## src/rtl/mem_arbiter_rr.sv

```systemverilog
// N-channel request/ack arbiter that serialises cache-side masters onto one synchronous
// memory port; fixed-priority or round-robin selection, optional BUSY timeout with error pulse.
module mem_arbiter_rr #(
  parameter int unsigned N_CH    = 3,
  parameter int unsigned WIDTH   = 128,
  parameter int unsigned ADDR_W  = 32,
  parameter int unsigned RR_MODE = 1,
  parameter int unsigned TIMEOUT = 0
) (
  input  logic                    clk,
  input  logic                    reset,
  input  logic [N_CH-1:0]         req,
  input  logic [N_CH-1:0]         rw,
  input  logic [N_CH*ADDR_W-1:0]  addr,
  input  logic [N_CH*WIDTH-1:0]   wdata,
  output logic [N_CH-1:0]         ack,
  output logic [WIDTH-1:0]        rdata,
  output logic                    err,
  output logic [$clog2(N_CH)-1:0] grant_id,
  output logic                    mem_enable,
  output logic                    mem_rw,
  output logic [ADDR_W-1:0]       mem_addr,
  output logic [WIDTH-1:0]        mem_data_in,
  input  logic [WIDTH-1:0]        mem_data_out,
  input  logic                    mem_ack
);

  localparam int unsigned ID_W    = $clog2(N_CH);
  localparam int unsigned CNT_W   = (TIMEOUT > 0) ? $clog2(TIMEOUT + 1) : 1;
  localparam int unsigned TO_LAST = (TIMEOUT > 0) ? TIMEOUT - 1 : 0;

  localparam logic [1:0] S_IDLE = 2'd0;
  localparam logic [1:0] S_BUSY = 2'd1;
  localparam logic [1:0] S_DONE = 2'd2;

  logic [1:0]        state, state_d;
  logic [ID_W-1:0]   last_grant, last_grant_d;
  logic [CNT_W-1:0]  cnt, cnt_d;
  logic [ID_W-1:0]   win, cand;
  logic              found;

  logic [N_CH-1:0]   ack_d;
  logic [WIDTH-1:0]  rdata_d;
  logic              err_d;
  logic [ID_W-1:0]   grant_id_d;
  logic              mem_enable_d;
  logic              mem_rw_d;
  logic [ADDR_W-1:0] mem_addr_d;
  logic [WIDTH-1:0]  mem_data_in_d;

  // Winner select: scan from channel 0 (fixed) or from the one after the last grant (RR).
  always_comb begin
    win   = '0;
    cand  = '0;
    found = 1'b0;
    for (int unsigned i = 0; i < N_CH; i++) begin
      if (RR_MODE != 0) cand = ID_W'((32'(last_grant) + 32'd1 + i) % N_CH);
      else              cand = ID_W'(i);
      if (!found && req[cand]) begin
        found = 1'b1;
        win   = cand;
      end
    end
  end

  // Next state and next values of every registered output.
  always_comb begin
    state_d       = state;
    last_grant_d  = last_grant;
    cnt_d         = cnt;
    ack_d         = '0;
    err_d         = 1'b0;
    rdata_d       = rdata;
    grant_id_d    = grant_id;
    mem_enable_d  = mem_enable;
    mem_rw_d      = mem_rw;
    mem_addr_d    = mem_addr;
    mem_data_in_d = mem_data_in;
    case (state)
      S_IDLE: begin
        if (|req) begin
          state_d       = S_BUSY;
          grant_id_d    = win;
          mem_enable_d  = 1'b1;
          mem_rw_d      = rw[win];
          mem_addr_d    = addr[32'(win) * ADDR_W +: ADDR_W];
          mem_data_in_d = rw[win] ? '0 : wdata[32'(win) * WIDTH +: WIDTH];
          cnt_d         = '0;
        end
      end
      S_BUSY: begin
        if (mem_ack) begin
          state_d      = S_DONE;
          mem_enable_d = 1'b0;
          ack_d        = N_CH'(1) << grant_id;
          if (mem_rw) rdata_d = mem_data_out;
        end else if (TIMEOUT != 0) begin
          if (cnt == CNT_W'(TO_LAST)) begin
            state_d      = S_DONE;
            mem_enable_d = 1'b0;
            ack_d        = N_CH'(1) << grant_id;
            err_d        = 1'b1;
          end else begin
            cnt_d = cnt + 1'b1;
          end
        end
      end
      S_DONE: begin
        state_d      = S_IDLE;
        last_grant_d = grant_id;
        cnt_d        = '0;
      end
      default: state_d = S_IDLE;
    endcase
  end

  always_ff @(posedge clk) begin
    if (reset) begin
      state       <= S_IDLE;
      last_grant  <= ID_W'(N_CH - 1);
      cnt         <= '0;
      ack         <= '0;
      rdata       <= '0;
      err         <= 1'b0;
      grant_id    <= '0;
      mem_enable  <= 1'b0;
      mem_rw      <= 1'b1;
      mem_addr    <= '0;
      mem_data_in <= '0;
    end else begin
      state       <= state_d;
      last_grant  <= last_grant_d;
      cnt         <= cnt_d;
      ack         <= ack_d;
      rdata       <= rdata_d;
      err         <= err_d;
      grant_id    <= grant_id_d;
      mem_enable  <= mem_enable_d;
      mem_rw      <= mem_rw_d;
      mem_addr    <= mem_addr_d;
      mem_data_in <= mem_data_in_d;
    end
  end

endmodule
```

## config.mk

```make
export PLATFORM = sky130hd
export DESIGN_NAME = mem_arbiter_rr
export DESIGN_NICKNAME = d
export VERILOG_FILES = /design/src/rtl/mem_arbiter_rr.sv
export SDC_FILE = /design/constraint.sdc
export NUM_CORES = 1
export LEC_CHECK = 0
export ABC_AREA = 1
export BUFFER_PORTS_ARGS = -buffer_cell sky130_fd_sc_hd__buf_2
export CORE_AREA = 3 3 355 357
export DETAILED_ROUTE_END_ITERATION = 7
export DIE_AREA = 0 0 358 360
export PLACE_DENSITY_LB_ADDON = 0.15
export SETUP_SLACK_MARGIN = 0.2
export SLEW_MARGIN = 20
export SYNTH_ARGS = -nofsm -noshare
export SYNTH_HDL_FRONTEND = slang
export SYNTH_SLANG_ARGS = --single-unit
```

## constraint.sdc

```tcl
create_clock -name clk -period 2.5 [get_ports clk]
set_clock_uncertainty 0.05 [all_clocks]
set_input_delay 0.5 -clock clk [delete_from_list [all_inputs] [get_ports clk]]
set_output_delay 0.5 -clock clk [all_outputs]
set_load 0.01 [all_outputs]
```

After elaboration in Yosys (flattened, before gate mapping)
Cells that the tools add are included.
{"block": "word_totals", "in_bits": 617, "reg_bits": 299, "out_inout_bits": 296, "elab_cells": 60}
{"block": "classes", "n_reduce_logical": 12, "addsub": 3, "magnitude_cmp": 4, "shift": 3, "n_div": 3, "muxes": 20, "bitwise": 2, "n_eq_ne": 4}
{"operator": "$shiftx 384x10->128", "n": 1}
{"operator": "$mux 128", "n": 1}
{"operator": "$mod 32x2->32 const B", "n": 3}
{"operator": "$shiftx 96x8->32", "n": 1}
{"operator": "$add 32x1->32 const B", "n": 1}
{"operator": "$lt 2x3->1 const B", "n": 4}
{"operator": "$mux 2", "n": 5}
{"operator": "$bmux 1 s2", "n": 4}
{"operator": "$mux 1", "n": 8}
{"operator": "$reduce_and 3->1", "n": 2}
{"operator": "$reduce_or 3->1", "n": 2}
{"operator": "$add 3x2->4 const B", "n": 1}
{"operator": "$ne 2x2->1 const B", "n": 2}
{"operator": "$pmux 2 s2", "n": 1}
{"operator": "$reduce_and 2->1", "n": 2}
{"operator": "$add 2x1->3 const B", "n": 1}
{"operator": "$shl 1x2->3 const A", "n": 1}
{"operator": "$eq 2x1->1 const B", "n": 1}
{"operator": "$eq 2x2->1 const B", "n": 1}
{"operator": "$logic_and 1x1->1", "n": 2}
{"operator": "$logic_not 1->1", "n": 2}
{"operator": "$logic_not 2->1", "n": 1}
{"operator": "$not 1->1", "n": 2}
{"operator": "$pmux 1 s2", "n": 1}
{"operator": "$reduce_bool 2->1", "n": 1}

Longest topological paths before layout
Gate-level depths: netlist (run 1).
{"block": "depth", "word_depth": 14, "mapped_depth": 17}

Worst setup path before layout (run 1)
OpenSTA, ideal clock, no wires.
{"block": "synth_path", "kind": "register to register", "from": "register last_grant[0]", "to": "register mem_data_in[118]", "arrival_time_ns": 2.153, "slack_ns": 0.165, "n_path_buf": 2, "required_ns": 2.318, "path_stages_with_launch": 13, "cell_sequence": "dfxtp_1 inv_1 ha_1 o21ai_1 nand2_2 nand4_1 clkbuf_1 clkbuf_1 nand3b_1 nand3_1 nand2_1 nand2_1 a21oi_1"}
{"block": "synth_via", "elab_chain_cells": 14, "word_cells_on_any_way": 25, "classes_between": "add/sub: 3; div: 3; shift: 1; mux: 14; reduce/logical: 4"}
{"element": "start: declaration", "line_no": "37", "rtl": "logic [ID_W-1:0] last_grant, last_grant_d;"}
{"element": "start signal: assignment", "line_no": "120", "rtl": "last_grant <= ID_W'(N_CH - 1);"}
{"element": "start signal: assignment", "line_no": "132", "rtl": "last_grant <= last_grant_d;"}
{"element": "$add 2x1->3 (*)", "line_no": "57", "rtl": "if (RR_MODE != 0) cand = ID_W'((32'(last_grant) + 32'd1 + i) % N_CH);"}
{"element": "parallel branches: the longest is 9 deep, another holds $add 32x1->32"}
{"element": "$mux 2 (*)", "line_no": "59", "rtl": "if (!found && req[cand]) begin"}
{"element": "parallel branches: the longest is 2 deep, another holds $shiftx 384x10->128"}
{"element": "$mux 128 (*)", "line_no": "87", "rtl": "mem_data_in_d = rw[win] ? '0 : wdata[32'(win) * WIDTH +: WIDTH];"}
{"element": "end signal: assignment", "line_no": "141", "rtl": "mem_data_in <= mem_data_in_d;"}
{"element": "end: declaration", "line_no": "23", "rtl": "output logic [WIDTH-1:0] mem_data_in,"}
Every way passes the cells marked *. The select of a mux whose other input is x is not followed.
A chain may end at the register's enable or synchronous reset.

Worst setup path after layout (run 1)
{"block": "layout_path", "from": "register last_grant[0]", "to": "register mem_addr[10]"}
{"block": "layout_via", "elab_chain_cells": 12, "word_cells_on_any_way": 22, "classes_between": "add/sub: 3; div: 3; shift: 1; mux: 11; reduce/logical: 4"}
{"element": "$add 2x1->3 (*)", "line_no": "57"}
{"element": "parallel branches: the longest is 9 deep, another holds $add 32x1->32"}
{"element": "$mux 2 (*)", "line_no": "59"}
{"element": "$shiftx 96x8->32 (*)", "line_no": "86", "rtl": "mem_addr_d = addr[32'(win) * ADDR_W +: ADDR_W];"}
{"element": "end signal: assignment", "line_no": "140", "rtl": "mem_addr <= mem_addr_d;"}
{"element": "end: declaration", "line_no": "22", "rtl": "output logic [ADDR_W-1:0] mem_addr,"}
Marked as above.

==> results.yml, run 1 <==
power:
  power.density_nw_per_um2: 728
  leakagePower_nw: 12.9
  p_sw_mw: 6.75
  ir_drop_mv: 0.384
  pwr-share-seq_pct: 30.3
  comb_power_share_pct: 36.9
  p_clk_share_pct: 32.8
  p_int_mw: 11.8
  p_total_mw: 18.5
  p_sw_share_pct: 36.5
sta:
  setup_tns_ns: 0
  tightest_slew_ns: 0.584
  finalSetupViolCount: 0
  fin_crit_sh_pct: 99.5
  final-hold-violation-count: 0
  slew_violations: 0
  rsz0062_at_grt: "true"
  maxSlewHeadroom_pct: 61.1
  max_freq_mhz: 402
  layout_min_cycle_time_ns: 2.49
  fin_ws_ns: 0.0129
synth:
  yosysTopAreaCell: "dfxtp_1"
  yosys_register_bits: 299
  ys_seq_area_share_pct: 40.3
  syn-num-nets: 2922
  avgSynthCellArea_sq_um: 6.45
  ys_top_cells_by_area: "dfxtp_1, nand2_1, nor2_1"
  yosysWarnings: 0
  syn_area_sq_um: 14800
  synth_cells: 2301
  synth_cell_types: 26
  synth_top_area_share_pct: 40.3
floorplanning:
  start_util_pct: 12.0
  core-area_sq_um: 123000
  die-width_microns: 358
  boundaryPins: 913
  fp.dieH_microns: 360
  rows: 129
  die-area_sq_um: 129000
routing:
  vias: 18800
  drc_errors: 0
  ant_nets: 0
  vias_per_cell: 3.79
  drt_iter0_drc: 896
  wl_per_cell_microns: 20.2
  wl_microns: 100000
  dr.pass1.iters: 6
global_routing:
  grtUsageTotal_pct: 14.1
  grt_pass1_wl_microns: 134000
  grt_max_degree: 129
  grt_pass1_vias: 19000
  antenna_found_initial: 23
  overflow: 0
critical_path:
  crit_slowest_cell: "dfxtp_2"
  cpMostUsedCell: "nand3_4"
  slowest_delay_ns: 0.33
  worstPathCellList: "inv_2 -> ha_4 -> inv_4 -> nand2_4 -> nand3_4 -> nand2_4 -> nand3_4 -> nand3_4 -> nand2_8 -> buf_12 -> buf_6 -> buf_12 -> buf_16 -> o211ai_1 -> a31oi_1"
  required_ns: 2.90
  path_buf_inv: 6
  path_max_fanout: 6
  path_class: "reg2reg"
  critical-path-top-delay-family: "buffers and inverters"
  cp.arrival_ns: 2.89
  start_kind: "flip-flop"
  end_kind: "flip-flop"
clock_network:
  htreeDepth: 2
  clock_latency_ns: 0.58
  root_buffer: "clkbuf_16"
  cts_buffers: 42
  cts_buffer_depth: 3
  clk_pin_slew_ns: 0.06
  cts_tree: "done"
  cts_sinks: 299
layout:
  drive_gt1_share_pct: 38.7
  final_core_util_pct: 20.6
  fill_cells: 14300
  finalNetCount: 3893
  synthToLayoutAreaGrowth_pct: 71.3
  mostFrequentLayoutCell: "buf_2"
  layout_common_cells: "buf_2, nand2_1, dfxtp_1, nor2_1, inv_1"
place:
  hpwl_microns: 73800
  portBuffers: 911
  gp_congestion: 0.840
  pre_cts_ws_ns: -0.378
status:
  status: "finished, final reports clean"
run:
  cap_violations: 0
min_path:
  hold_class: "in2reg"
-- through the flow --
step                std cells  instance area, sq um  hold WS (ns)
CTS                      4912                 24400      0.000221
floorplan                2301                 14900         0.415
detailed placement       4808                 22300         0.402
finish                   4957                 25400        0.0698
global placement         4808                 22300         0.400
global route             4943                 25400        0.0218
-- cells in the mapped netlist, drive strengths merged --
library cell	number
dfxtp	299
conb	1
or2	1
nand4	2
clkbuf	133
inv	180
nand3	145
buf	46
nor4	1
a211oi	1
o211ai	32
o21ai	163
a31oi	33
nand3b	128
nor3	1
a21oi	133
nand2	728
ha	4
nor2	270
-- flip-flops by register name, indices dropped and copies added, names as in the netlist --
register,cells
ack,3
state,2
mem_data_in,128
mem_rw,1
rdata,128
grant_id,2
mem_addr,32
mem_enable,1
last_grant,2
-- layer usage --
layer	global-route usage, %	vias up	part of all wire, %	routed length, microns
li1	-	9327	-	-
met1	16.0	8790	40	40000
met2	25.6	562	50	50400
met3	4.26	98	7.4	7440
met4	3.49	18	2.1	2070
met5	0	-	0.14	138
-- final cells by class --
class                   instances  area (sq um)  share of cell area (%)
repair buffers               1106          7260                    28.6
clock buffers                  61          1200                    4.73
flip-flops and latches        299          5990                    23.6
well taps                    1637          2050                    8.05
clock inverters                14           166                   0.654
inverters                     180           698                    2.74
diodes                         17          42.5                   0.167
multi-input cells            1643          8020                    31.5
-- logic make-up after synthesis --
| family | Yosys count | synth area share (%) |
|---|---|---|
| simple gates | 1276 | 36.9 |
| compound gates | 362 | 13.0 |
| buf+inv | 359 | 9.40 |
| flops | 299 | 40.3 |
| fa+ha+maj | 4 | 0.337 |
| other cells | 1 | 0.0253 |
-- path summary, 6_finish.rpt --
kind                                        from              end  slack (ns)  depth (start not counted)
worst max register to register     last_grant[0]     mem_addr[10]        0.01                         15
worst max-delay path               last_grant[0]     mem_addr[10]        0.01                         15
worst min register to register   mem_data_in[26]  mem_data_in[26]        0.41                          2
worst min-delay path            mem_data_out[11]        rdata[11]        0.07                          3
-- power by group through the flow --
stage                     combinational (mW)  sequential, mW  clock [mW]
after detailed placement                5.72            5.72           0
after floorplan                         2.44            5.92           0
after CTS                               6.24            5.62        6.39
final                                   6.83            5.61        6.07
after global routing                    7.49            5.68        6.52
after global placement                  5.76            5.71           0
-- timing repair --
action	4_1_cts	5_1_grt
resized for setup	68	128
endpoints found under the setup margin	162	161
hold endpoints to repair	7	0
setup buffers	13	8
hold buffers	7	0
pin swaps	18	31
cloned	9	20
-- tightest hold or removal path, stage by stage --
cell and delay, ns:
buf_2 0.07, nor2_1 0.03, nor2_1 0.08
Note: power is estimated with default switching activity, not from simulation.
==> run 2: changes to the inputs <==
clock period = 2.3 ns   (was 2.5 ns; I/O delays follow)
==> run 2 against run 1 <==
The flow now finishes with violations (setup timing). Sequential share of layout area decreased by 0.63 points. Sequential cell count unchanged. Combinational power rose by 13%. Register-to-register slack worse by 0.34 ns. Power up 9.1%. Maximum frequency decreased by 5.4%. Via count rose by 1.4%. Worst setup slack got worse by 0.34 ns. Wire length grew 0.53%. Critical endpoint is now mem_data_in[108].
==> results.yml, run 2 (synthesized netlist as in run 1, its figures left out) <==
power:
  power.density_nw_per_um2: 773
  comb_power_share_pct: 38.1
  p_sw_share_pct: 36.7
  leakagePower_nw: 13.1
  p_sw_mw: 7.40
  p_clk_share_pct: 31.7
  pwr-share-seq_pct: 30.2
  p_int_mw: 12.8
  ir_drop_mv: 0.423
floorplanning:
  start_util_pct: 12.0
  die-width_microns: 358
  core-area_sq_um: 123000
  boundaryPins: 913
  die-area_sq_um: 129000
  fp.dieH_microns: 360
  rows: 129
sta:
  slew_violations: 0
  finalSetupViolCount: 160
  max_freq_mhz: 381
  fin_ws_ns: -0.328
  fin_crit_sh_pct: 114
  layout_min_cycle_time_ns: 2.63
  final-hold-violation-count: 0
  rsz0062_at_grt: "true"
  maxSlewHeadroom_pct: 62.8
  tightest_slew_ns: 0.558
status:
  status: "complete, but fails checks"
  failed_checks: "setup timing"
min_path:
  hold_class: "in2reg"
  min_from: "reset"
critical_path:
  required_ns: 2.75
  path_max_fanout: 5
  reg2reg_setup_slack_ns: -0.33
  r2r-start: "last_grant[0]"
  cp-endpoint: "mem_data_in[108]"
  end_kind: "flip-flop"
  worstRegToRegCells: 17
  reg2reg_to: "mem_data_in[108]"
  path_class: "reg2reg"
  cp-startpoint: "last_grant[0]"
  start_kind: "flip-flop"
  cp.arrival_ns: 3.08
global_routing:
  grt_max_degree: 75
  grt_pass1_vias: 18900
  overflow: 0
  antenna_found_initial: 16
  grtUsageTotal_pct: 14.3
  grt_pass1_wl_microns: 135000
routing:
  wl_microns: 101000
  vias: 19100
  drc_errors: 0
  dr.pass1.iters: 6
  wl_per_cell_microns: 20.1
  ant_nets: 0
  vias_per_cell: 3.81
  drt_iter0_drc: 1105
clock_network:
  cts_sinks: 299
  clk_pin_slew_ns: 0.06
  root_buffer: "clkbuf_16"
  htreeDepth: 2
  cts_tree: "done"
  cts_buffers: 42
  cts_buffer_depth: 3
  clock_latency_ns: 0.58
place:
  hpwl_microns: 74300
  portBuffers: 911
  placed_area_sq_um: 22400
  gp_congestion: 0.862
layout:
  mostFrequentLayoutCell: "buf_2"
  drive_gt1_share_pct: 39.4
  final_core_util_pct: 21.2
  layout_common_cells: "buf_2, nand2_1, dfxtp_1, nor2_1, inv_1"
  synthToLayoutAreaGrowth_pct: 76.0
  reg_top3: "mem_data_in x128, rdata x128, mem_addr x32"
  final_area_sq_um: 26100
  finalNetCount: 3951
run:
  cap_violations: 0
-- run 2: cell count changes in the layout (fill, tap and decap cells not counted), sizes merged --
cell / delta
buf: -5
diode: -7
clkinv: -7
dlygate4sd3: +67
bufinv: -1
clkbuf: -2
inv: -1
bufbuf: -1
-- run 2: how the worst min path moves through the flow --
stage / end / slack, ns / depth (start not counted)
after floorplan: ack[0] / 0.41 / 1
after global placement: mem_data_in[2] / 0.40 / 2
after detailed placement: mem_data_in[46] / 0.40 / 2
after CTS: mem_addr[0] / 0.0003 / 3
after global routing: mem_data_in[52] / 0.01 / 2
final: mem_data_in[52] / 0.06 / 2
-- run 2: power groups by stage --
| stage | Sequential [mW] | Clock [mW] | Combinational [mW] |
|---|---|---|---|
| final | 6.10 | 6.40 | 7.69 |
| after global routing | 6.17 | 6.94 | 8.36 |
| after CTS | 6.10 | 6.80 | 6.91 |
| after detailed placement | 6.21 | 0 | 6.23 |
| after global placement | 6.20 | 0 | 6.28 |
| after floorplan | 6.44 | 0 | 2.71 |
-- run 2: layout make-up --
type / count / area, sq um
Fill cell: 14300 / 97200
Multi-Input combinational cell: 1643 / 8210
Timing Repair Buffer: 1164 / 7880
Sequential cell: 299 / 5990
Tap cell: 1637 / 2050
Clock buffer: 62 / 1220
Inverter: 180 / 693
Clock inverter: 5 / 60.1
Antenna cell: 10 / 25.0
-- run 2: timing repair --
action / 4_1_cts / 5_1_grt
cloned: 7 / 16
hold buffers: 74 / 0
setup endpoints to repair: 162 / 162
setup buffers: 10 / 9
resized for setup: 87 / 178
pin swaps: 16 / 50
hold endpoints to repair: 74 / 0
-- run 2: critical path, stage by stage (launching register included) --
cell	delay [ns]
dfxtp_2	0.36
inv_2	0.06
ha_4	0.26
buf_6	0.12
o21ai_4	0.15
nand2_4	0.10
buf_6	0.12
nand4_1	0.12
buf_6	0.16
nand3_2	0.07
nand2_1	0.07
nor2_2	0.05
nor2_4	0.13
buf_12	0.15
clkbuf_16	0.22
buf_16	0.16
nand2_4	0.05
a21oi_2	0.12
-- run 2: per-stage QoR --
stage	cells	setup TNS [ns]	setup slack (ns)	hold slack (ns)	total power, mW
floorplan	2301	0	0.202	0.415	9.15
global placement	4807	-37.03	-0.350	0.401	12.5
detailed placement	4807	-41.23	-0.358	0.402	12.4
CTS	4965	-30.66	-0.259	0.000260	19.8
global route	4998	-58.49	-0.443	0.0150	21.5
finish	5000	-36.51	-0.328	0.0560	20.2
-- run 2: per-layer routing --
metal	GRT usage, %	share of wire [%]
met2	24.5	49
met1	17.4	42
met5	0	0.031
met4	5.02	3.0
met3	3.19	6.2
